`src/rtl/vga_pkg.sv`:
```
// Shared constants and slot-phase encoding for the VGA framebuffer arbiter.
// Defining DBUF_EN widens the RAM address by one bank bit.
package vga_pkg;

    localparam int FB_W        = 160;
    localparam int FB_H        = 120;
    localparam int SCALE_SHIFT = 2;
    localparam int DATA_W      = 8;
    localparam int ADDR_W      = 15;
`ifdef DBUF_EN
    localparam int BA_W        = ADDR_W + 1;
`else
    localparam int BA_W        = ADDR_W;
`endif

    typedef enum logic [1:0] {
        PH_RD  = 2'd0,
        PH_CAP = 2'd1,
        PH_W0  = 2'd2,
        PH_W1  = 2'd3
    } phase_e;

    // Phase advances once per clock and parks in the last writer slot.
    function automatic phase_e phase_adv(input phase_e ph);
        return (ph == PH_W1) ? PH_W1 : phase_e'(ph + 2'd1);
    endfunction

endpackage

```
`src/rtl/fb_addr_gen.sv`:
```
// Screen coordinate to framebuffer word address: (y>>s)*FB_W + (x>>s),
// built as a shift-and-add over the set bits of FB_W (128+32 for 160).
module fb_addr_gen
    import vga_pkg::*;
(
    input  logic [9:0]        x_i,
    input  logic [9:0]        y_i,
    output logic [ADDR_W-1:0] addr_o
);

    localparam int NB = $clog2(FB_W + 1);

    logic [ADDR_W-1:0] xs;
    logic [ADDR_W-1:0] ys;
    logic [ADDR_W-1:0] part [0:NB];

    assign xs      = ADDR_W'(x_i >> SCALE_SHIFT);
    assign ys      = ADDR_W'(y_i >> SCALE_SHIFT);
    assign part[0] = xs;

    generate
        for (genvar gi = 0; gi < NB; gi++) begin : g_mul
            if (((FB_W >> gi) & 1) != 0) begin : g_add
                assign part[gi+1] = part[gi] + (ys << gi);
            end else begin : g_pass
                assign part[gi+1] = part[gi];
            end
        end
    endgenerate

    assign addr_o = part[NB];

endmodule

```
`src/rtl/vga_fb_arbiter.sv`:
```
// Single-port framebuffer arbiter: one display read slot per pixel, writer gets the rest.
// Define DBUF_EN for double buffering with frame-synchronous bank swap.
module vga_fb_arbiter
    import vga_pkg::*;
(
    input  logic              CLK_100MHz,
    input  logic              reset,
    input  logic              pix_en,
    input  logic              video_on,
    input  logic [9:0]        pixel_x,
    input  logic [9:0]        pixel_y,
    input  logic              wr_req,
    input  logic [ADDR_W-1:0] wr_addr,
    input  logic [DATA_W-1:0] wr_data,
    output logic              wr_ack,
    output logic              mem_en,
    output logic              mem_we,
    output logic [BA_W-1:0]   mem_addr,
    output logic [DATA_W-1:0] mem_wdata,
    input  logic [DATA_W-1:0] mem_rdata,
    output logic [DATA_W-1:0] rgb,
    input  logic              swap_req,
    output logic              swap_done
);

    phase_e            phase_q, phase_d;
    logic              rd_pend_q, rd_pend_d;
    logic [DATA_W-1:0] pix_buf_q, pix_buf_d;
    logic [DATA_W-1:0] rgb_q, rgb_d;
    logic              rd_slot, wr_slot;
    logic [ADDR_W-1:0] rd_addr;
    logic [BA_W-1:0]   rd_full, wr_full;

    fb_addr_gen u_addr (
        .x_i    (pixel_x),
        .y_i    (pixel_y),
        .addr_o (rd_addr)
    );

    always_ff @(posedge CLK_100MHz) begin
        if (reset) begin
            phase_q   <= PH_W1;
            rd_pend_q <= 1'b0;
            pix_buf_q <= '0;
            rgb_q     <= '0;
        end else begin
            phase_q   <= phase_d;
            rd_pend_q <= rd_pend_d;
            pix_buf_q <= pix_buf_d;
            rgb_q     <= rgb_d;
        end
    end

    always_comb begin
        phase_d   = pix_en ? PH_RD : phase_adv(phase_q);
        rd_pend_d = rd_pend_q;
        pix_buf_d = pix_buf_q;
        if (phase_q == PH_CAP) begin
            pix_buf_d = rd_pend_q ? mem_rdata : '0;
            rd_pend_d = 1'b0;
        end
        if (rd_slot) begin
            rd_pend_d = 1'b1;
        end
        rgb_d = pix_en ? pix_buf_q : rgb_q;
    end

    // Slot decode is gated by reset so no RAM access leaks out during reset.
    always_comb begin
        rd_slot = 1'b0;
        wr_slot = 1'b0;
        if (!reset) begin
            case (phase_q)
                PH_RD: begin
                    rd_slot = video_on;
                    wr_slot = !video_on;
                end
                PH_CAP:  wr_slot = 1'b0;
                default: wr_slot = 1'b1;
            endcase
        end
        wr_ack    = wr_slot & wr_req;
        mem_en    = rd_slot | wr_ack;
        mem_we    = wr_ack;
        mem_wdata = wr_data;
        mem_addr  = '0;
        if (rd_slot) begin
            mem_addr = rd_full;
        end else if (wr_ack) begin
            mem_addr = wr_full;
        end
    end

    assign rgb = rgb_q;

`ifdef DBUF_EN
    logic disp_bank_q, disp_bank_d;
    logic swap_pend_q, swap_pend_d;
    logic swap_done_q, swap_done_d;
    logic frame_start;

    assign frame_start = pix_en && (pixel_x == 10'd0) && (pixel_y == 10'd0);

    always_ff @(posedge CLK_100MHz) begin
        if (reset) begin
            disp_bank_q <= 1'b0;
            swap_pend_q <= 1'b0;
            swap_done_q <= 1'b0;
        end else begin
            disp_bank_q <= disp_bank_d;
            swap_pend_q <= swap_pend_d;
            swap_done_q <= swap_done_d;
        end
    end

    // A request coinciding with frame start is folded in before the swap test.
    always_comb begin
        disp_bank_d = disp_bank_q;
        swap_pend_d = swap_pend_q | swap_req;
        swap_done_d = 1'b0;
        if (frame_start && swap_pend_d) begin
            disp_bank_d = ~disp_bank_q;
            swap_pend_d = 1'b0;
            swap_done_d = 1'b1;
        end
    end

    assign rd_full   = {disp_bank_q, rd_addr};
    assign wr_full   = {~disp_bank_q, wr_addr};
    assign swap_done = swap_done_q;
`else
    logic unused_swap;
    assign unused_swap = swap_req;
    assign rd_full     = rd_addr;
    assign wr_full     = wr_addr;
    assign swap_done   = 1'b0;
`endif

endmodule
```
`config.mk`:
```
export PLATFORM = sky130hd
export DESIGN_NAME = vga_fb_arbiter
export DESIGN_NICKNAME = d
export VERILOG_FILES = /design/src/rtl/vga_pkg.sv /design/src/rtl/fb_addr_gen.sv /design/src/rtl/vga_fb_arbiter.sv
export SDC_FILE = /design/constraint.sdc
export NUM_CORES = 1
export LEC_CHECK = 0
export CORE_MARGIN = 3
export CORE_UTILIZATION = 40
export DETAILED_ROUTE_END_ITERATION = 8
export DONT_BUFFER_PORTS = 1
export PLACE_DENSITY = 0.59
export SYNTH_ARGS = -nofsm -noshare
export SYNTH_HDL_FRONTEND = slang
export SYNTH_SLANG_ARGS = --single-unit
```
`constraint.sdc`:
```
create_clock -name CLK_100MHz -period 3.3 [get_ports CLK_100MHz]
set_input_delay 0.33 -clock CLK_100MHz [delete_from_list [all_inputs] [get_ports CLK_100MHz]]
set_output_delay 0.33 -clock CLK_100MHz [all_outputs]
set_load 0.1 [all_outputs]
```
== Word-level counts from Yosys, hierarchy flattened ==
Index checks and enable logic that the tools add are counted.
Storage, ports and cells
  register bits after elaboration: 19
Operators by class
  add/subtract/negate cells: 3
  equality and inequality tests: 2
  mux-type cells: 11
  bitwise operators: 2
  reduce and logical (&&, ||, !) cells: 3
Operator list (count)
  $mux W15: 2
  $add A14 B15 Y15: 1
  $add A8 B13 Y14: 1
  $mux W8: 1
  $mux W1: 5
  $mux W2: 2
  $add A2 B1 Y2 const B: 1
  $eq A2 B1 Y1 const B: 1
  $eq A2 B2 Y1 const B: 1
  $logic_not A2 Y1: 1
  $pmux W1 S2: 1
  $reduce_bool A2 Y1: 1
  $and A1 B1 Y1: 1
  $logic_not A1 Y1: 1
  $or A1 B1 Y1: 1

== Logic depth before layout (Yosys ltp) ==
Gate-level depths: netlist of the first run.
  word-level depth: 6
  mapped depth: 8
  gate-level depth less buffers: 8

== Hierarchy ==
Synthesis of the first run repeated with hierarchy kept, for this count alone.
Second synthesis, totals
  cells, all modules: 167
  area, all modules: 1462.7 um^2
By module, submodules not included
  vga_fb_arbiter: times used 1, cells an instance 105, area an instance 960.9 um^2, seq. area each 380.4 um^2
  fb_addr_gen: times used 1, cells an instance 62, area an instance 501.7 um^2, seq. area each 0.0 um^2

== Worst setup path after synthesis of the first run ==
OpenSTA, ideal clock, no wires.
  path type: input to output
  from: in pixel_x[9]
  to: out mem_addr[14]
  arrival time: 4.079 ns
  required time: 2.970 ns
  path slack: -1.109 ns
  stages: 7
  path buffers: 0
  cells stage by stage: inv_1 fa_1 inv_1 fa_1 a21oi_1 o211ai_1 o311ai_1
Between the ends
  cells in the longest elaborated chain, start to end: 3
Ends and longest elaborated chain
  start: declaration: line vga_fb_arbiter.sv:10  | input logic [9:0] pixel_x,
  $add A8 B13 Y14: line fb_addr_gen.sv:24  | assign part[gi+1] = part[gi] + (ys << gi);
  $add A14 B15 Y15: line fb_addr_gen.sv:24
  $mux W15: line vga_fb_arbiter.sv:87  | if (rd_slot) begin
  end: declaration: line vga_fb_arbiter.sv:18  | output logic [BA_W-1:0] mem_addr,
Every way passes these cells.

== Final worst setup path of the first run ==
  from: in pixel_x[9]
  to: out mem_addr[12]
Same word-level chain as after synthesis.

==> flow_metrics.env, run 1 <==
export IMPL_die_h_um=67.19
export IMPL_viasPerCell=5.752
export IMPL_instances_no_fill=226
export IMPL_layout_setup_ws_ps=235.0
export IMPL_cts_setup_buffers=0
export IMPL_whs_path_depth=1
export IMPL_drtPass1Iterations=4
export IMPL_worstSkewPairLatency_ps=250
export IMPL_worstPathRequired_ps=2970
export IMPL_ff2ff_path_depth=3
export IMPL_die_area_mm2=0.004515
export IMPL_yosysWarnings=0
export IMPL_finalMaxSlewViolations=0
export IMPL_ios=92
export IMPL_avgRoutedWirePerCell_um=15.76
export IMPL_pre_cts_ws_ps=221.9
export IMPL_clockBufferDepth=2
export IMPL_skew_ps=1.387
export IMPL_cts_resized=0
export IMPL_grt_pass1_vias=1223
export IMPL_worst_hold_path_type="primary input to flop"
export IMPL_cts_htree_levels=1
export IMPL_ys_ff_latch=19
export IMPL_routed_wirelength_um=3562
export IMPL_tns_ps=0
export IMPL_crit_path_start="pixel_x[9]"
export IMPL_drive_gt1_share_pct=17.78
export IMPL_startpoint_type="primary input"
export IMPL_grt_pass1_wl_um=5554
export IMPL_syn_num_nets=251
export IMPL_cts_tree="done"
export IMPL_status="finished, final reports clean"
export IMPL_placed_cells=222
export IMPL_syn_avg_cell_area_um2=8.462
export IMPL_grt_use_total_pct=15.88
export IMPL_synth_area_top_cells="dfxtp_1, ha_1, mux2i_1"
export IMPL_cts_root_buf="clkbuf_8"
export IMPL_ys_types=43
export IMPL_arrival_ps=2740
export IMPL_max_freq_mhz=326.3
export IMPL_gp_congestion=0.8032
export IMPL_nets=255
export IMPL_min_period_ps=3065
export IMPL_hold_violations=0
export IMPL_cts_clk_slew_worst_paths_ps=60
export IMPL_synth_top_area_share_pct=25.40
export IMPL_critPathKind="primary input to output port"
export IMPL_grt_max_degree=23
export IMPL_fin_crit_sh_pct=92.88
export IMPL_r2r_slack_ps=1730
export IMPL_ys_seq_area_share_pct=25.40
export IMPL_critPathCaptureType="output port"
export IMPL_rsz0062_at_grt="false"
export IMPL_r2r_end="pix_buf_q[2]$_SDFFE_PP0P_"
export IMPL_die_w_um=67.19
export IMPL_hold_buffers=0
export IMPL_ant_nets=0
export IMPL_drv_cap=0
export IMPL_antenna_found_initial=0
export IMPL_port_buffers=0
export IMPL_async_flop_share_pct=0
export IMPL_synth_main_ff_cell="dfxtp_1"
export IMPL_yosys_area_top_type="dfxtp_1"
export IMPL_r2r_start="phase_q[0]$_SDFF_PP1_"
export IMPL_start_util_pct=43.18
export IMPL_grt_remaining_overflow=0
export IMPL_syn_inst=177
export IMPL_dpl_hpwl_um=2912
export IMPL_netlist_area_mm2=0.001498
export IMPL_tightest_slew_ps=1094
export IMPL_cts_made_buffers=3
export IMPL_antenna_cells=0
export IMPL_min_to="pix_buf_q[5]$_SDFFE_PP0P_"
export IMPL_drc=0
export IMPL_p_leak_uw=0.0006917
export IMPL_drt_iter0_drc=35
export IMPL_fp_coreArea_mm2=0.003468
export IMPL_vias=1300
export IMPL_synth_edff_count=0
export IMPL_areaGrowthSynthToFinish_pct=10.61
export IMPL_slew_headroom_pct=27.05
export IMPL_rows=21
export IMPL_cts_num_sinks=19
export IMPL_setup_violations=0
export IMPL_holdWs_ps=148.3
export IMPL_worstHoldStart="reset"
export IMPL_vdd_drop_max_uv=369.6
export IMPL_cp_max_fo=3
export IMPL_p_per_area_mw_per_mm2=375.3
## critical path, stage by stage
cell	delay, ps
inv_1	30
fa_1	520
inv_1	70
fa_1	480
a21oi_1	230
o211ai_1	220
or3_1	360
a32o_1	250
buf_4	230
## routing by layer
metal | up-vias | share of wire (%) | GRT usage (%)
met5 | - | 0 | 0
met4 | 0 | 0.36 | 2.025
met3 | 4 | 9.2 | 4.825
met2 | 54 | 48 | 28.10
met1 | 602 | 42 | 19.37
li1 | 640 | - | -
## worst max path at each step
| stage | end | slack [ps] | depth (start not counted) |
|---|---|---|---|
| global route | mem_addr[12] | 140 | 9 |
| finish | mem_addr[12] | 230 | 9 |
| detailed placement | mem_addr[12] | 220 | 9 |
| floorplan | mem_addr[14] | -180 | 7 |
| global placement | mem_addr[12] | 300 | 9 |
| CTS | mem_addr[12] | 220 | 9 |
## through the flow
stage	utilization, %	total power (uW)	area [um^2]
after floorplan	-	487.8	1513
after global placement	46.46	471.8	1612
after detailed placement	46.46	474.7	1612
after CTS	47.76	629.2	1657
after global routing	47.76	657.5	1657
final	47.76	621.8	1657
## cell families after synthesis
| group | count (synthesis) | synth area share (%) |
|---|---|---|
| AND/OR/NAND/NOR | 58 | 21.39 |
| AO/OA/AOI/OAI | 46 | 20.80 |
| buffers and inverters | 24 | 9.023 |
| flip-flops | 19 | 25.40 |
| adder cells (fa/ha/maj) | 17 | 15.20 |
| multiplexers | 10 | 6.767 |
| XOR/XNOR | 2 | 1.170 |
| other | 1 | 0.2504 |
## state kept, by name, indices dropped and copies added (netlist names)
| signal | flops |
|---|---|
| rgb | 8 |
| rd_pend_q | 1 |
| pix_buf_q | 8 |
| phase_q | 2 |
## report_power, final
part	total, uW	internal (uW)	leakage, uW	switching [uW]
Clock	152	85.5	0.0000228	66.1
Combinational	233	69.7	0.000515	164
Sequential	237	232	0.000154	5.16
## cell usage after synthesis (all sizes together), types with 2 or more instances
cell type   n
a211oi      4
a21oi      10
a22o        8
buf        14
clkbuf      5
dfxtp      19
fa          2
ha         15
inv         5
mux2i       9
nand2      14
nand2b      2
nand3      14
nand3b      2
nor2       11
nor2b       3
nor3        3
nor4b       2
o211ai      2
o21ai      13
o21bai      3
or4b        2
## placed cells by master (no fill, tap or decap), types with 3 or more instances in the layout
master | netlist | routed
mux2i_1 | 9 | 9
nor2_1 | 10 | 10
nand3_1 | 14 | 14
a22o_1 | 8 | 8
nor3_1 | 3 | 3
clkbuf_8 | 0 | 3
a21oi_1 | 10 | 10
buf_4 | 11 | 18
o21ai_2 | 0 | 4
a211oi_1 | 3 | 3
o21bai_1 | 3 | 3
ha_1 | 15 | 15
dfxtp_1 | 19 | 19
nor2b_1 | 3 | 3
o21ai_0 | 12 | 8
nand2_1 | 14 | 14
inv_1 | 5 | 5
## layout make-up
type	instances	area [um^2]
fillers	358	1812
clock buffers	4	45.04
well taps	46	57.56
flip-flops and latches	19	380.4
multi-input cells	134	1020
inverters	5	18.77
repair buffers	18	135.1
No activity file was read; power rests on OpenSTA's default activity.
==> inputs of run 2 (changes only) <==
Settings changed: CELL_PAD_IN_SITES_DETAIL_PLACEMENT set to 0, CELL_PAD_IN_SITES_GLOBAL_PLACEMENT set to 2, CORE_UTILIZATION 40 to 33, PLACE_DENSITY 0.59 to 0.84.
==> run 2 against run 1 <==
Net effect:
- clock power barely moved
- sequential power barely moved
- die area rose by 19%
- design area rose by 0.60%
- power rose by 0.20%
- via count fell by 3.2%
- non-clock buffer count fell by 1
- first-iteration DRC count did not move
- maximum frequency rose by 1.8%
==> flow_metrics.env, run 2 (synthesis results as in run 1) <==
export IMPL_status="finished, final reports clean"
export IMPL_setup_violations=0
export IMPL_holdWs_ps=150.1
export IMPL_hold_violations=0
export IMPL_instances_no_fill=229
export IMPL_antenna_cells=0
export IMPL_vias=1259
export IMPL_rsz0062_at_grt="false"
export IMPL_critPathCaptureType="output port"
export IMPL_cts_num_sinks=19
export IMPL_start_util_pct=35.89
export IMPL_cts_clk_slew_worst_paths_ps=60
export IMPL_ant_nets=0
export IMPL_areaGrowthSynthToFinish_pct=11.28
export IMPL_max_freq_mhz=332.2
export IMPL_final_common_cell="dfxtp_1"
export IMPL_p_comb_share_pct=37.8
export IMPL_worst_hold_path_type="primary input to flop"
export IMPL_avgRoutedWirePerCell_um=15.60
export IMPL_startpoint_type="primary input"
export IMPL_slew_headroom_pct=27.45
export IMPL_cts_made_buffers=3
export IMPL_rows=23
export IMPL_placed_cells=225
export IMPL_grt_pass1_wl_um=5692
export IMPL_crit_buf_inv=3
export IMPL_port_buffers=0
export IMPL_fp_coreArea_mm2=0.004173
export IMPL_pre_cts_ws_ps=289.9
export IMPL_dpl_hpwl_um=2921
export IMPL_drtPass1Iterations=4
export IMPL_cp_max_fo=3
export IMPL_fill_cells=428
export IMPL_die_w_um=73.37
export IMPL_p_sw_share_pct=37.67
export IMPL_clockBufferDepth=2
export IMPL_layout_setup_ws_ps=290.1
export IMPL_drc=0
export IMPL_whs_path_depth=1
export IMPL_worstPathRequired_ps=2970
export IMPL_drive_gt1_share_pct=17.32
export IMPL_cts_resized=0
export IMPL_drt_iter0_drc=35
export IMPL_most_common_layout_cells="dfxtp_1, buf_4, ha_1"
export IMPL_pwr_share_clk_pct=24.2
export IMPL_vdd_drop_max_uv=242.8
export IMPL_nets=254
export IMPL_p_leak_uw=0.0006894
export IMPL_viasPerCell=5.498
export IMPL_tightest_slew_ps=1088
export IMPL_ff_latch_area_um2=380.4
export IMPL_p_int_uw=388.3
export IMPL_drv_cap=0
export IMPL_cts_tree="done"
export IMPL_worstSkewPairLatency_ps=250
export IMPL_cts_root_buf="clkbuf_8"
export IMPL_skew_ps=3.867
export IMPL_routed_wirelength_um=3572
export IMPL_critical_path_top_delay_family="adder cells"
export IMPL_crit_cells=9
export IMPL_crit_chain="inv_1, fa_1, inv_1, fa_1, a21oi_1, o211ai_1, or3_1, a32o_1, buf_12"
export IMPL_crit_slowest_cell="fa_1"
export IMPL_grt_max_degree=23
export IMPL_hold_buffers=0
export IMPL_gp_congestion=0.7624
export IMPL_grt_pass1_vias=1283
export IMPL_cts_htree_levels=1
export IMPL_ff2ff_path_depth=3
export IMPL_grt_remaining_overflow=0
export IMPL_antenna_found_initial=0
export IMPL_critPathKind="primary input to output port"
export IMPL_multi_input_area_mm2=0.001020
export IMPL_seq_power_share_pct=38.0
export IMPL_fin_crit_sh_pct=91.21
export IMPL_die_h_um=73.37
export IMPL_min_period_ps=3010
export IMPL_arrival_ps=2680
export IMPL_finalMaxSlewViolations=0
export IMPL_switching_power_uw=234.7
export IMPL_p_per_area_mw_per_mm2=373.8
export IMPL_cts_setup_buffers=0
export IMPL_ios=92
export IMPL_critPathMaxStageDelay_ps=530
export IMPL_grt_use_total_pct=12.92
export IMPL_die_area_mm2=0.005382
-- run 2: changes by cell type in the layout (fill, tap and decap cells not counted) --
| cell | change |
|---|---|
| buf_4 | -2 |
| buf_12 | +1 |
-- run 2: cell type report --
cell class | instances | area share, %
clock buffer | 4 | 2.703
inverter | 5 | 1.126
multi-input combinational | 134 | 61.19
sequential | 19 | 22.82
tap | 50 | 3.754
timing repair buffer | 17 | 8.408
-- run 2: path summary, 6_finish.rpt --
check / from / to / slack, ps
hold reg to reg: pix_buf_q[1]$_SDFFE_PP0P_ / pix_buf_q[1]$_SDFFE_PP0P_ / 450
setup / recovery: pixel_x[9] / mem_addr[12] / 290
setup reg to reg: phase_q[0]$_SDFF_PP1_ / pix_buf_q[6]$_SDFFE_PP0P_ / 1820
hold / removal: reset / pix_buf_q[1]$_SDFFE_PP0P_ / 150
-- run 2: power groups by stage --
stage               Combinational [uW]  Sequential [uW]  Clock (uW)
global placement                   234              242           0
global route                       254              237         168
detailed placement                 236              242           0
CTS                                237              237         157
finish                             236              237         151
floorplan                          247              241           0
-- run 2: through the flow --
stage / setup TNS, ps / utilization (%) / area, um^2 / power [uW]
floorplan: -183.7 / - / 1513 / 487.8
global placement: 0 / 38.86 / 1622 / 475.4
detailed placement: 0 / 38.86 / 1622 / 478.1
CTS: 0 / 39.94 / 1667 / 630.6
global route: 0 / 39.94 / 1667 / 659.0
finish: 0 / 39.94 / 1667 / 623.0
-- run 2: layer usage --
metal  part of all wire (%)  global-route usage (%)  wire [um]
met1                     39                   14.86       1402
met2                     53                   24.13       1876
met3                    7.8                   2.462        277
met4                   0.45                   3.421         16
met5                      0                       0          0
